**config.mk**
```make
export PLATFORM = sky130hd
export DESIGN_NAME = man_decoding_slave
export DESIGN_NICKNAME = d
export VERILOG_FILES = /design/src/rtl/asi_pkg.sv /design/src/rtl/man_sync_edge.sv /design/src/rtl/man_decoding_slave.sv
export SDC_FILE = /design/constraint.sdc
export NUM_CORES = 1
export LEC_CHECK = 0
export CORE_MARGIN = 4
export CORE_UTILIZATION = 62
export CTS_CLUSTER_SIZE = 10
export DETAILED_ROUTE_END_ITERATION = 10
export PLACE_DENSITY = 0.84
export SKIP_LAST_GASP = 1
export SYNTH_ARGS = -nofsm -noshare
export SYNTH_HDL_FRONTEND = slang
export SYNTH_SLANG_ARGS = --single-unit
```
**constraint.sdc**
```tcl
create_clock -name clk_in -period 4.61 [get_ports clk_in]
set_clock_uncertainty 0.15 [all_clocks]
set_input_delay 0.461 -clock clk_in [delete_from_list [all_inputs] [get_ports clk_in]]
set_output_delay 0.461 -clock clk_in [all_outputs]
set_load 0.01 [all_outputs]
```
**src/rtl/asi_pkg.sv**
```systemverilog
// ---------------------------------------------------------------------------
// asi_pkg
//   Shared constants and types for the AS-i Manchester request/response path.
//   - RSP_BITS / REQ_BITS : frame lengths of slave reply and master request
//   - ERR_MAN/ERR_PAR/ERR_EB : bit positions inside err_flags
//   - rx_state_t : response decoder FSM states
//   - max2 : helper used when sizing counters
// ---------------------------------------------------------------------------
package asi_pkg;

    localparam int RSP_BITS = 7;
    localparam int REQ_BITS = 14;

    localparam int ERR_MAN = 2;
    localparam int ERR_PAR = 1;
    localparam int ERR_EB  = 0;

    typedef enum logic [2:0] {
        ST_IDLE       = 3'd0,
        ST_WAIT_START = 3'd1,
        ST_START_CHK  = 3'd2,
        ST_RX_BITS    = 3'd3,
        ST_REPORT     = 3'd4
    } rx_state_t;

    function automatic int max2(input int a, input int b);
        return (a > b) ? a : b;
    endfunction

endpackage

```
**src/rtl/man_sync_edge.sv**
```systemverilog
// ---------------------------------------------------------------------------
// man_sync_edge
//   Two-flop synchronizer for an asynchronous, idle-high line plus a
//   falling-edge detector on the synchronized value.
// Ports
//   clk_in  in  1  clock
//   rst     in  1  synchronous active-high reset (flops return to idle-high)
//   line_in in  1  asynchronous line
//   s       out 1  synchronized line
//   fe      out 1  high for one cycle when s is 0 and was 1 the cycle before
// ---------------------------------------------------------------------------
module man_sync_edge (
    input  logic clk_in,
    input  logic rst,
    input  logic line_in,
    output logic s,
    output logic fe
);

    logic s_meta;
    logic s_q;
    logic s_prev;

    // Reset to 1 (idle level) so leaving reset never fakes a falling edge.
    always_ff @(posedge clk_in) begin
        if (rst) begin
            s_meta <= 1'b1;
            s_q    <= 1'b1;
            s_prev <= 1'b1;
        end else begin
            s_meta <= line_in;
            s_q    <= s_meta;
            s_prev <= s_q;
        end
    end

    assign s  = s_q;
    assign fe = s_prev & ~s_q;

endmodule

```
**src/rtl/man_decoding_slave.sv**
```systemverilog
// ---------------------------------------------------------------------------
// man_decoding_slave
//   AS-i slave-response Manchester decoder. After arm, waits for the 7-bit
//   reply ST=0, I3..I0, PB, EB=1 (MSB first; bit 1 = "01", bit 0 = "10",
//   idle high) and reports the info nibble, an error, or a timeout.
// Ports
//   clk_in      in  1  clock
//   rst         in  1  synchronous active-high reset
//   line_in     in  1  raw receive line (asynchronous, idle high)
//   arm         in  1  pulse: open the response window
//   busy        out 1  high while a response window is open
//   rsp_data    out 4  {I3,I2,I1,I0}, updated only with rsp_valid
//   rsp_valid   out 1  pulse: good frame
//   rsp_err     out 1  pulse: frame with errors
//   err_flags   out 3  {manchester, parity, end_bit}, non-zero only with rsp_err
//   rsp_timeout out 1  pulse: no start edge within TIMEOUT_CLKS
//   fsm_state   out 3  current FSM state (debug)
//
// Handshake: arm is a single-cycle request accepted only when busy is low;
// exactly one of rsp_valid / rsp_err / rsp_timeout pulses for each accepted
// arm unless rst intervenes, and busy drops the cycle after that pulse.
// ---------------------------------------------------------------------------
module man_decoding_slave
    import asi_pkg::*;
#(
    parameter int HALF_BIT_CLKS = 150,
    parameter int TIMEOUT_CLKS  = 3000
) (
    input  logic       clk_in,
    input  logic       rst,
    input  logic       line_in,
    input  logic       arm,
    output logic       busy,
    output logic [3:0] rsp_data,
    output logic       rsp_valid,
    output logic       rsp_err,
    output logic [2:0] err_flags,
    output logic       rsp_timeout,
    output logic [2:0] fsm_state
);

    localparam int CNT_W = $clog2(max2(TIMEOUT_CLKS, 2 * HALF_BIT_CLKS) + 1);
    localparam logic [CNT_W-1:0] HALF_M1 = CNT_W'(HALF_BIT_CLKS - 1);
    localparam logic [CNT_W-1:0] MID_M1  = CNT_W'(HALF_BIT_CLKS / 2 - 1);
    localparam logic [CNT_W-1:0] TO_LAST = CNT_W'(TIMEOUT_CLKS - 1);
    localparam logic [3:0]       LAST_HALF = 4'd11;

    logic s;
    logic fe;

    man_sync_edge u_sync (
        .clk_in  (clk_in),
        .rst     (rst),
        .line_in (line_in),
        .s       (s),
        .fe      (fe)
    );

    rx_state_t        state;
    rx_state_t        state_next;
    logic [CNT_W-1:0] to_cnt;
    logic [CNT_W-1:0] smp_cnt;
    logic [3:0]       half_idx;   // 0..11: even = first-half sample, odd = second
    logic [4:0]       bits;       // b_1..b_5 as they arrive, b_1 ends up in [4]
    logic             a_smp;      // first-half sample of the current bit
    logic             man_err;

    logic             smp_tick;
    logic             timeout_hit;
    logic             last_smp;
    logic [5:0]       frame;
    logic [2:0]       flags;

    assign smp_tick = (smp_cnt == '0);
    assign last_smp = (state == ST_RX_BITS) && smp_tick && (half_idx == LAST_HALF);

    // Complete frame as seen on the cycle b_6 is sampled: {I3..I0, PB, EB}.
    assign frame = {bits, s};

    always_comb begin
        flags          = '0;
        flags[ERR_MAN] = man_err | (a_smp == s);
        flags[ERR_PAR] = frame[1] ^ (^frame[5:2]);
        flags[ERR_EB]  = ~frame[0];
    end

    always_comb begin
        state_next  = state;
        timeout_hit = 1'b0;
        case (state)
            ST_IDLE: begin
                if (arm) state_next = ST_WAIT_START;
            end
            ST_WAIT_START: begin
                // A start edge in the terminal cycle takes priority.
                if (fe) begin
                    state_next = ST_START_CHK;
                end else if (to_cnt >= TO_LAST) begin
                    state_next  = ST_IDLE;
                    timeout_hit = 1'b1;
                end
            end
            ST_START_CHK: begin
                if (smp_tick) state_next = s ? ST_WAIT_START : ST_RX_BITS;
            end
            ST_RX_BITS: begin
                if (last_smp) state_next = ST_REPORT;
            end
            ST_REPORT: begin
                state_next = ST_IDLE;
            end
            default: state_next = ST_IDLE;
        endcase
    end

    always_ff @(posedge clk_in) begin
        if (rst) begin
            state     <= ST_IDLE;
            to_cnt    <= '0;
            smp_cnt   <= '0;
            half_idx  <= '0;
            bits      <= '0;
            a_smp     <= 1'b0;
            man_err   <= 1'b0;
            rsp_data  <= '0;
            rsp_valid <= 1'b0;
            rsp_err   <= 1'b0;
            err_flags <= '0;
        end else begin
            state     <= state_next;
            rsp_valid <= 1'b0;
            rsp_err   <= 1'b0;
            err_flags <= '0;
            case (state)
                ST_IDLE: begin
                    if (arm) to_cnt <= '0;
                end
                ST_WAIT_START: begin
                    if (to_cnt < TO_LAST) to_cnt <= to_cnt + 1'b1;
                    // fe marks mid-start-bit; first check lands half a half-bit later.
                    if (fe) smp_cnt <= MID_M1;
                end
                ST_START_CHK: begin
                    // Timeout keeps counting so a glitch cannot extend the window.
                    if (to_cnt < TO_LAST) to_cnt <= to_cnt + 1'b1;
                    if (smp_tick) begin
                        smp_cnt  <= HALF_M1;
                        half_idx <= '0;
                        man_err  <= 1'b0;
                    end else begin
                        smp_cnt <= smp_cnt - 1'b1;
                    end
                end
                ST_RX_BITS: begin
                    if (smp_tick) begin
                        smp_cnt  <= HALF_M1;
                        half_idx <= half_idx + 4'd1;
                        if (!half_idx[0]) begin
                            a_smp <= s;
                        end else begin
                            bits <= {bits[3:0], s};
                            if (a_smp == s) man_err <= 1'b1;
                        end
                        if (half_idx == LAST_HALF) begin
                            if (flags == 3'b000) begin
                                rsp_valid <= 1'b1;
                                rsp_data  <= frame[5:2];
                            end else begin
                                rsp_err   <= 1'b1;
                                err_flags <= flags;
                            end
                        end
                    end else begin
                        smp_cnt <= smp_cnt - 1'b1;
                    end
                end
                default: ;
            endcase
        end
    end

    assign busy        = (state != ST_IDLE);
    assign rsp_timeout = timeout_hit;
    assign fsm_state   = state;

endmodule
```
======== After elaboration in Yosys (flattened, before gate mapping) ========
Cells that the tools add are included.
operators by class
  $add $sub $neg .......................... 3
  magnitude comparators ................... 2
  equal/unequal tests ..................... 14
  muxes and demuxes ....................... 26
  bitwise gates (word level) .............. 8
  reductions and logical operators ........ 22
operators by type and width
  cell                   number
  $mux 12                4
  $pmux 12 s2            2
  $mux 3                 5
  $add 12x1->12 const B  1
  $ge 12x12->1 const B   1
  $logic_not 12->1       1
  $lt 12x12->1 const B   1
  $ne 2x2->1 const B     6
  $pmux 3 s4             1
  $reduce_and 3->1       4
  $sub 12x1->12 const B  1
  $mux 1                 9
  $mux 4                 2
  $pmux 4 s2             1
  $reduce_and 4->1       2
  $eq 3x2->1 const B     2
  $logic_not 3->1        2
  $reduce_bool 2->1      3
  $not 1->1              5
  $reduce_and 5->1       1
  $reduce_or 5->1        1
  $add 4x1->4 const B    1
  $eq 4x4->1 const B     1
  $ne 2x1->1 const B     2
  14 further kinds       16
word-level totals
  flip-flop bits (word level) ............. 50
  input port bits ......................... 4

======== Longest topological paths before layout ========
Gate-level depths: netlist of run 1.
  depth in word-level cells ............... 5
  depth in mapped cells ................... 9
  depth with buffers taken out ............ 7

======== Hierarchy ========
A second synthesis of run 1 with hierarchy kept.
second synthesis, totals
  cell total of the unflattened synthesis .. 294
  area, all modules ....................... 2471.1 um^2
by module, submodules not included
  module              instances  cells each  area an instance (um^2)  seq. area each (um^2)
  man_decoding_slave  1          287         2386.0                   940.9
  man_sync_edge       1          7           85.1                     60.1

======== Worst setup path before layout of run 1 ========
No wires, ideal clock.
  path type ............................... register to register
  from .................................... register smp_cnt[4]
  to ...................................... register a_smp
  arrival time ............................ 1.986 ns
  data required time ...................... 4.332 ns
  slack ................................... 2.347 ns
  cell stages (with the launch flop) ...... 7
  clock period less this slack ............ 2.263 ns
  cells stage by stage .................... dfxtp_1 -> or4_4 -> buf_6 -> or3_4 -> or4_4 -> mux2i_1 -> nor2_1
on the way
  longest elaborated chain between the ends .. 2
ends and longest elaborated chain
  what                        RTL line                   text
  from (decl)                 man_decoding_slave.sv:62   logic [CNT_W-1:0] smp_cnt;
  from (signal assigned)      man_decoding_slave.sv:151  smp_cnt <= smp_cnt - 1'b1;
  from (signal assigned)      man_decoding_slave.sv:174  smp_cnt <= smp_cnt - 1'b1;
  $logic_not 12->1            man_decoding_slave.sv:74   assign smp_tick = (smp_cnt == '0);
  $reduce_and 3->1 (no line)  -
  to (signal assigned)        man_decoding_slave.sv:159  a_smp <= s;
  to (decl)                   man_decoding_slave.sv:65   logic a_smp;
No other way between the ends.
A chain may end at the register's enable or synchronous reset.

======== Worst setup path after layout of run 1 ========
  from .................................... register to_cnt[0]
  to ...................................... output port rsp_timeout
on the way
  longest elaborated chain between the ends .. 4
ends and longest elaborated chain
  what                    RTL line                   text
  from (decl)             man_decoding_slave.sv:61   logic [CNT_W-1:0] to_cnt;
  from (signal assigned)  man_decoding_slave.sv:139  if (to_cnt < TO_LAST) to_cnt <= to_cnt + 1'b1;
  from (signal assigned)  man_decoding_slave.sv:145  if (to_cnt < TO_LAST) to_cnt <= to_cnt + 1'b1;
  $ge 12x12->1            man_decoding_slave.sv:98   end else if (to_cnt >= TO_LAST) begin
  $mux 1                  man_decoding_slave.sv:98
  $mux 1                  man_decoding_slave.sv:96   if (fe) begin
  $mux 1                  man_decoding_slave.sv:90   case (state)
  to (decl)               man_decoding_slave.sv:38   output logic rsp_timeout,
No other way between the ends.

==> summary.txt, run 1 <==
Detailed routing
  • Vias: around 2200
  • DR iter-0 viols: approximately 140
  • DRC violations left: 0
  • First-pass detailed-route iteration total: 4
  • Post-route antenna net violation count: 0
  • Wire per inst: roughly 15 um
  • WL final: approximately 5300 um
  • Vias/cell: 6.10

Outcome
  • Status: completed

Worst setup path
  • Setup CP Type: reg -> out
  • R2r setup slk: around 1900 ps
  • Endpoint class of the critical path: primary output
  • CP Launch Type: flip-flop
  • R2R Path End: smp_cnt[5]
  • Crit-path cells: ha_1, a21oi_1, nor4_1, nor2_1, nor2_1, clkdlybuf4s50_1
  • R2R cell count: 8
  • CP required: approximately 4000 ps
  • Crit path max fanout: 7
  • Slowest stage delay, CP: 680 ps
  • Crit path max-delay cell type: nor4_1
  • CP arrival: around 2600 ps
  • CP Capture Point: rsp_timeout
  • Most common cell on crit path: nor2_1
  • Worst setup path start: to_cnt[0]
  • Worst flop-to-flop path startpoint: smp_cnt[0]

Finish
  • Final Util: 0.734
  • Final nets: ~320
  • N_diodes: 0
  • Layout cells sized above 1: 0.0747
  • Final Instance Area: approximately 2700 sq um
  • Area delta synth->final: 11.2%
  • Fill cell count: around 300

Logic synthesis
  • Main flop type after synthesis: dfxtp_1
  • Post-synth ARST share: 0
  • Top cells by area, synth: dfxtp_1, a21oi_1, nor2_1
  • Count leader, synth: dfxtp_1
  • Sequential area share after synthesis: 0.405
  • Post-Syn Nets: just over 300
  • YS warnings: 0
  • Post-synth EDFFs: 0
  • Synth Register Bits: 50
  • Yosys top cell area share: 0.405
  • Largest area contributor in the netlist: dfxtp_1
  • Cells after Synth: ~300
  • Synth top cells by count: dfxtp_1, nor2_1, a21oi_1, o21ai_0, nand2_1
  • Mapped cell area: ~2500 sq um
  • Syn avg cell area: 8.21 sq um
  • Synth unique cells: 46

Timing
  • Slew @ Worst Pin: 773 ps
  • Setup violators final: 0
  • Slew margin rel.: 0.480
  • Fin crit share: 0.695
  • Setup TNS: 0 ps
  • Setup slack after layout: about 1400 ps
  • RSZ-0062 raised after global routing: no
  • Slew Limit Fails: 0
  • Final hold viol count: 0
  • Max Freq: ~310 MHz
  • Tmin final: about 3200 ps

Die
  • Initial Util: 0.660
  • Die X: between 70 and 80 um
  • I/O pins: 18
  • Rows: 22
  • Core area: roughly 3700 sq um
  • Die Height: 71.1 um
  • Die area: between 5000 and 6000 sq um

CTS
  • CTS Buf Count: 5
  • CTS Sinks: 50
  • Worst-Skew Late Latency: 300 ps
  • Clk slew on worst S/H paths: ~90 ps
  • Post-CTS setup buffers: 0
  • Clock tree buffer depth: 2
  • CTS tree: yes
  • Post-cts repair resize count: 0
  • Hold_buf cts: 0
  • H-tree Lvls: 2
  • Root Buffer: clkbuf_8

Power
  • Flop pwr share: 0.542
  • Psw: approximately 180 uW
  • Clock share of power: 0.383
  • Leakage: a little under 0.001 uW
  • Sw Share: 0.226
  • Peak supply drop: between 200 and 250 uV
  • Int Power: 632 uW
  • Power, Total: around 820 uW
  • Pwr dens: slightly below 300 nW/um^2
  • Logic pwr share: 0.075

Global routing
  • Largest net degree at the start of global routing: 38
  • Tot GR Track Use: 0.223
  • First-pass GRT wire length: 9350 um
  • Vias in the first global route: between 2000 and 2500
  • Total grt overflow: 0
  • Antenna violations before repair: 0

Placement
  • Dpl ws: approximately 1800 ps
  • I/O Buffers: 17
  • Placed Area: between 2000 and 3000 sq um
  • RD Place Congestion: slightly below 0.9
  • Placed wire-length estimate: roughly 3600 um

Flow run
  • Max Cap Viol: 0

Worst hold path
  • Worst Hold Class: reg -> reg
## cells in the final DEF (no fill, tap or decap), types with 6 or more instances in the layout
| cell | count |
|---|---|
| mux2i_1 | 10 |
| nand3_1 | 10 |
| nand2_1 | 19 |
| nor3_1 | 7 |
| or3_1 | 11 |
| inv_1 | 8 |
| clkdlybuf4s50_1 | 17 |
| o21ai_0 | 24 |
| or2_2 | 6 |
| dfxtp_1 | 50 |
| nor2_1 | 38 |
| clkbuf_8 | 6 |
| a21oi_1 | 30 |
| xnor2_1 | 6 |
## worst min path at each step
stage	startpoint	to	slack, ps	depth (start not counted)
6_report	u_sync.s_meta	u_sync.s	280	1
4_1_cts	u_sync.s_meta	u_sync.s	290	1
5_1_grt	u_sync.s_meta	u_sync.s	300	1
3_5_place_dp	u_sync.s_meta	u_sync.s	260	1
2_1_floorplan	u_sync.s_meta	u_sync.s	240	1
3_3_place_gp	u_sync.s_meta	u_sync.s	260	1
## layer usage
metal | share of wire | GRT usage
met1 | 0.47 | 0.310
met2 | 0.47 | 0.358
met4 | 0.011 | 0.0501
met3 | 0.049 | 0.0455
met5 | 0 | 0
## logic make-up after synthesis
| kind of cell | synth area share |
|---|---|
| buf+inv | 0.0451 |
| flops | 0.405 |
| xor+xnor | 0.0304 |
| compound gates | 0.162 |
| mux | 0.0405 |
| fa+ha+maj | 0.0203 |
| simple gates | 0.297 |
## critical path, delay by kind of cell (launching register included)
family	cells	cell delay [ps]
simple gates	3	920
flops	1	430
fa+ha+maj	1	300
compound gates	1	110
buf+inv	1	540
## sequential cells by signal, indices dropped and copies added, names as in the netlist
| name | flops |
|---|---|
| smp_cnt | 12 |
| to_cnt | 12 |
| bits | 5 |
| half_idx | 4 |
| rsp_data | 4 |
| err_flags | 3 |
| fsm_state | 3 |
| a_smp | 1 |
| man_err | 1 |
| rsp_err | 1 |
| rsp_valid | 1 |
| u_sync.s | 1 |
| u_sync.s_meta | 1 |
| u_sync.s_prev | 1 |
## cell type report
type | instances | area, sq um | share of cell area
clock buffer | 6 | 82.6 | 0.0301
clock inverter | 1 | 30.0 | 0.0109
inverter | 8 | 30.0 | 0.0109
multi-input combinational | 224 | 1360 | 0.495
sequential | 50 | 1000 | 0.364
tap | 48 | 60.1 | 0.0219
timing repair buffer | 19 | 185 | 0.0674
## power by group through the flow
| stage | clock, uW | combinational, uW | sequential, uW |
|---|---|---|---|
| floorplan | 0 | 47.3 | 449 |
| finish | 313 | 61.1 | 443 |
| CTS | 315 | 61.0 | 443 |
| detailed placement | 0 | 60.2 | 453 |
| global route | 331 | 68.4 | 444 |
| global placement | 0 | 59.0 | 453 |
## through the flow
stage / cells / hold WS (ps)
6_report: 356 / 283
5_1_grt: 356 / 305
4_1_cts: 356 / 291
3_5_place_dp: 349 / 263
3_3_place_gp: 349 / 257
2_1_floorplan: 301 / 239
Note: power is estimated with default switching activity, not from simulation.
==> run 2: changes to the inputs <==
--- a/config.mk
+++ b/config.mk
@@ -6,10 +6,10 @@
 export NUM_CORES = 1
 export LEC_CHECK = 0
 export CORE_MARGIN = 4
-export CORE_UTILIZATION = 62
+export CORE_UTILIZATION = 52
 export CTS_CLUSTER_SIZE = 10
 export DETAILED_ROUTE_END_ITERATION = 10
-export PLACE_DENSITY = 0.84
+export PLACE_DENSITY = 0.75
 export SKIP_LAST_GASP = 1
 export SYNTH_ARGS = -nofsm -noshare
 export SYNTH_HDL_FRONTEND = slang
==> constraint.sdc (replaced) <==
create_clock -name clk_in -period 2.7 [get_ports clk_in]
set_clock_uncertainty 0.15 [all_clocks]
set_input_delay 0.27 -clock clk_in [delete_from_list [all_inputs] [get_ports clk_in]]
set_output_delay 0.27 -clock clk_in [all_outputs]
set_load 0.01 [all_outputs]
==> summary.txt, run 2 (same netlist as run 1, synthesis figures left out) <==
Global routing
  • Tot GR Track Use: 0.177 (-0.0464)
  • Largest net degree at the start of global routing: 37 (-2.6%)
  • Vias in the first global route: 1908 (-5.8%)
  • Antenna violations before repair: 0 (unchanged)
  • First-pass GRT wire length: 8710 um (-6.9%)
  • Total grt overflow: 0 (unchanged)

Detailed routing
  • DRC violations left: 0 (unchanged)
  • DR iter-0 viols: 203 (+47%)
  • Vias: 2184 (+0.55%)
  • WL final: 5090 um (-3.8%)
  • First-pass detailed-route iteration total: 4 (unchanged)
  • Post-route antenna net violation count: 0 (unchanged)
  • Wire per inst: 13.9 um (-6.4%)
  • Vias/cell: 5.97 (-2.2%)

Placement
  • Dpl ws: 112 ps (-1650 ps)
  • Placed wire-length estimate: 3540 um (-2.3%)
  • I/O Buffers: 17 (unchanged)
  • RD Place Congestion: 0.856 (-3.9%)

Die
  • Initial Util: 0.552 (-0.108)
  • Die X: 76.9 um (+8.2%)
  • Die area: 5920 sq um (+17%)
  • Core area: 4470 sq um (+20%)
  • I/O pins: 18 (unchanged)
  • Die Height: 76.9 um (+8.2%)
  • Rows: 24 (+9.1%)

Timing
  • Setup slack after layout: 131 ps (-1270 ps)
  • Slew Limit Fails: 0 (unchanged)
  • Final hold viol count: 0 (unchanged)
  • Fin crit share: 0.951
  • Max Freq: 389 MHz
  • Setup TNS: 0 ps (unchanged)
  • Slew @ Worst Pin: 641 ps (-133 ps)
  • Tmin final: 2570 ps
  • RSZ-0062 raised after global routing: no
  • Setup violators final: 0 (unchanged)
  • Slew margin rel.: 0.567 (+0.0877)

Worst setup path
  • CP arrival: 2150 ps (-440 ps)
  • Crit path max fanout: 6 (-1)
  • Slowest stage delay, CP: 560 ps (-120 ps)
  • Endpoint class of the critical path: primary output
  • Most common cell on crit path: nor2_1
  • Crit-path cells: ha_1, a21oi_1, nor4_2, nor2_1, nor2_1, clkdlybuf4s50_1
  • CP required: 2280 ps (-1720 ps)
  • Setup CP Type: reg -> out
  • CP Launch Type: flip-flop
  • Crit path max-delay cell type: clkdlybuf4s50_1

Flow run
  • Max Cap Viol: 0 (unchanged)

Finish
  • Largest regs: smp_cnt: 12 flops, to_cnt: 12 flops, bits: 5 flops
  • N_diodes: 0 (unchanged)
  • Commonest non-fill, non-tap cell in the layout: dfxtp_1
  • Area delta synth->final: 12.5%
  • Final Util: 0.621 (-0.113)
  • Final nets: 321 (+1.6%)
  • Layout cells sized above 1: 0.0987 (+0.0241)
  • Commonest non-fill, non-tap cells in the layout: dfxtp_1, nor2_1, a21oi_1

CTS
  • CTS Buf Count: 5 (unchanged)
  • CTS tree: yes
  • Root Buffer: clkbuf_8
  • Clock tree buffer depth: 2 (unchanged)
  • Clk slew on worst S/H paths: 90 ps (about the same)
  • CTS Sinks: 50 (unchanged)
  • Worst-Skew Late Latency: 300 ps (about the same)
  • Hold_buf cts: 0 (unchanged)
  • H-tree Lvls: 2 (unchanged)

Outcome
  • Status: completed

Power
  • Pwr dens: 470 nW/um^2 (+58%)
  • Peak supply drop: 254 uV (+23%)
  • Leakage: 0.00100 uW (+1.8%)

Worst hold path
  • Worst Hold Class: reg -> reg
## run 2: report_power, final
part / switching [uW] / internal [uW] / total, uW
Sequential: 11.6 / 743 / 755
Clock: 239 / 206 / 445
Combinational: 65.0 / 42.4 / 107
## run 2: path summary, 6_finish.rpt
check                start           to  slack (ps)  cells after the start
max              to_cnt[1]  rsp_timeout         130                      6
min          u_sync.s_meta     u_sync.s         280                      1
max reg2reg     smp_cnt[0]   smp_cnt[5]         240                      8
min reg2reg  u_sync.s_meta     u_sync.s         280                      1
## run 2: worst max-delay path: cells and delay by family (launching register included)
family	cells	cell delay [ps]
fa+ha+maj	1	180
buf+inv	1	560
compound gates	1	100
simple gates	3	610
flops	1	390
## run 2: through the flow
step                power, uW  instances  hold WS (ps)  cell area [sq um]
global placement          877        358           253               2680
finish                   1310        366           279               2780
floorplan                 848        301           224               2470
CTS                      1320        366           280               2770
detailed placement        879        358           252               2680
global route             1370        366           299               2780
## run 2: timing repair
action / CTS / global route
resized for setup: 0 / 2
setup endpoints to repair: 0 / 1
buffers inserted: 0 / 0
## run 2: area by class of cell
class | instances | area (sq um)
clock buffers | 6 | 82.6
clock inverters | 2 | 12.5
fillers | 390 | 1690
inverters | 8 | 30.0
multi-input cells | 224 | 1370
flip-flops and latches | 50 | 1000
well taps | 52 | 65.1
repair buffers | 24 | 223
## run 2: metal layers
metal,wire (um),vias to the layer above,share of wire,GRT usage
li1,-,1099,-,-
met1,2470,1012,0.48,0.247
met2,2250,68,0.44,0.265
met3,329,5,0.065,0.0527
met4,45,0,0.0088,0.0471
met5,0,-,0,0
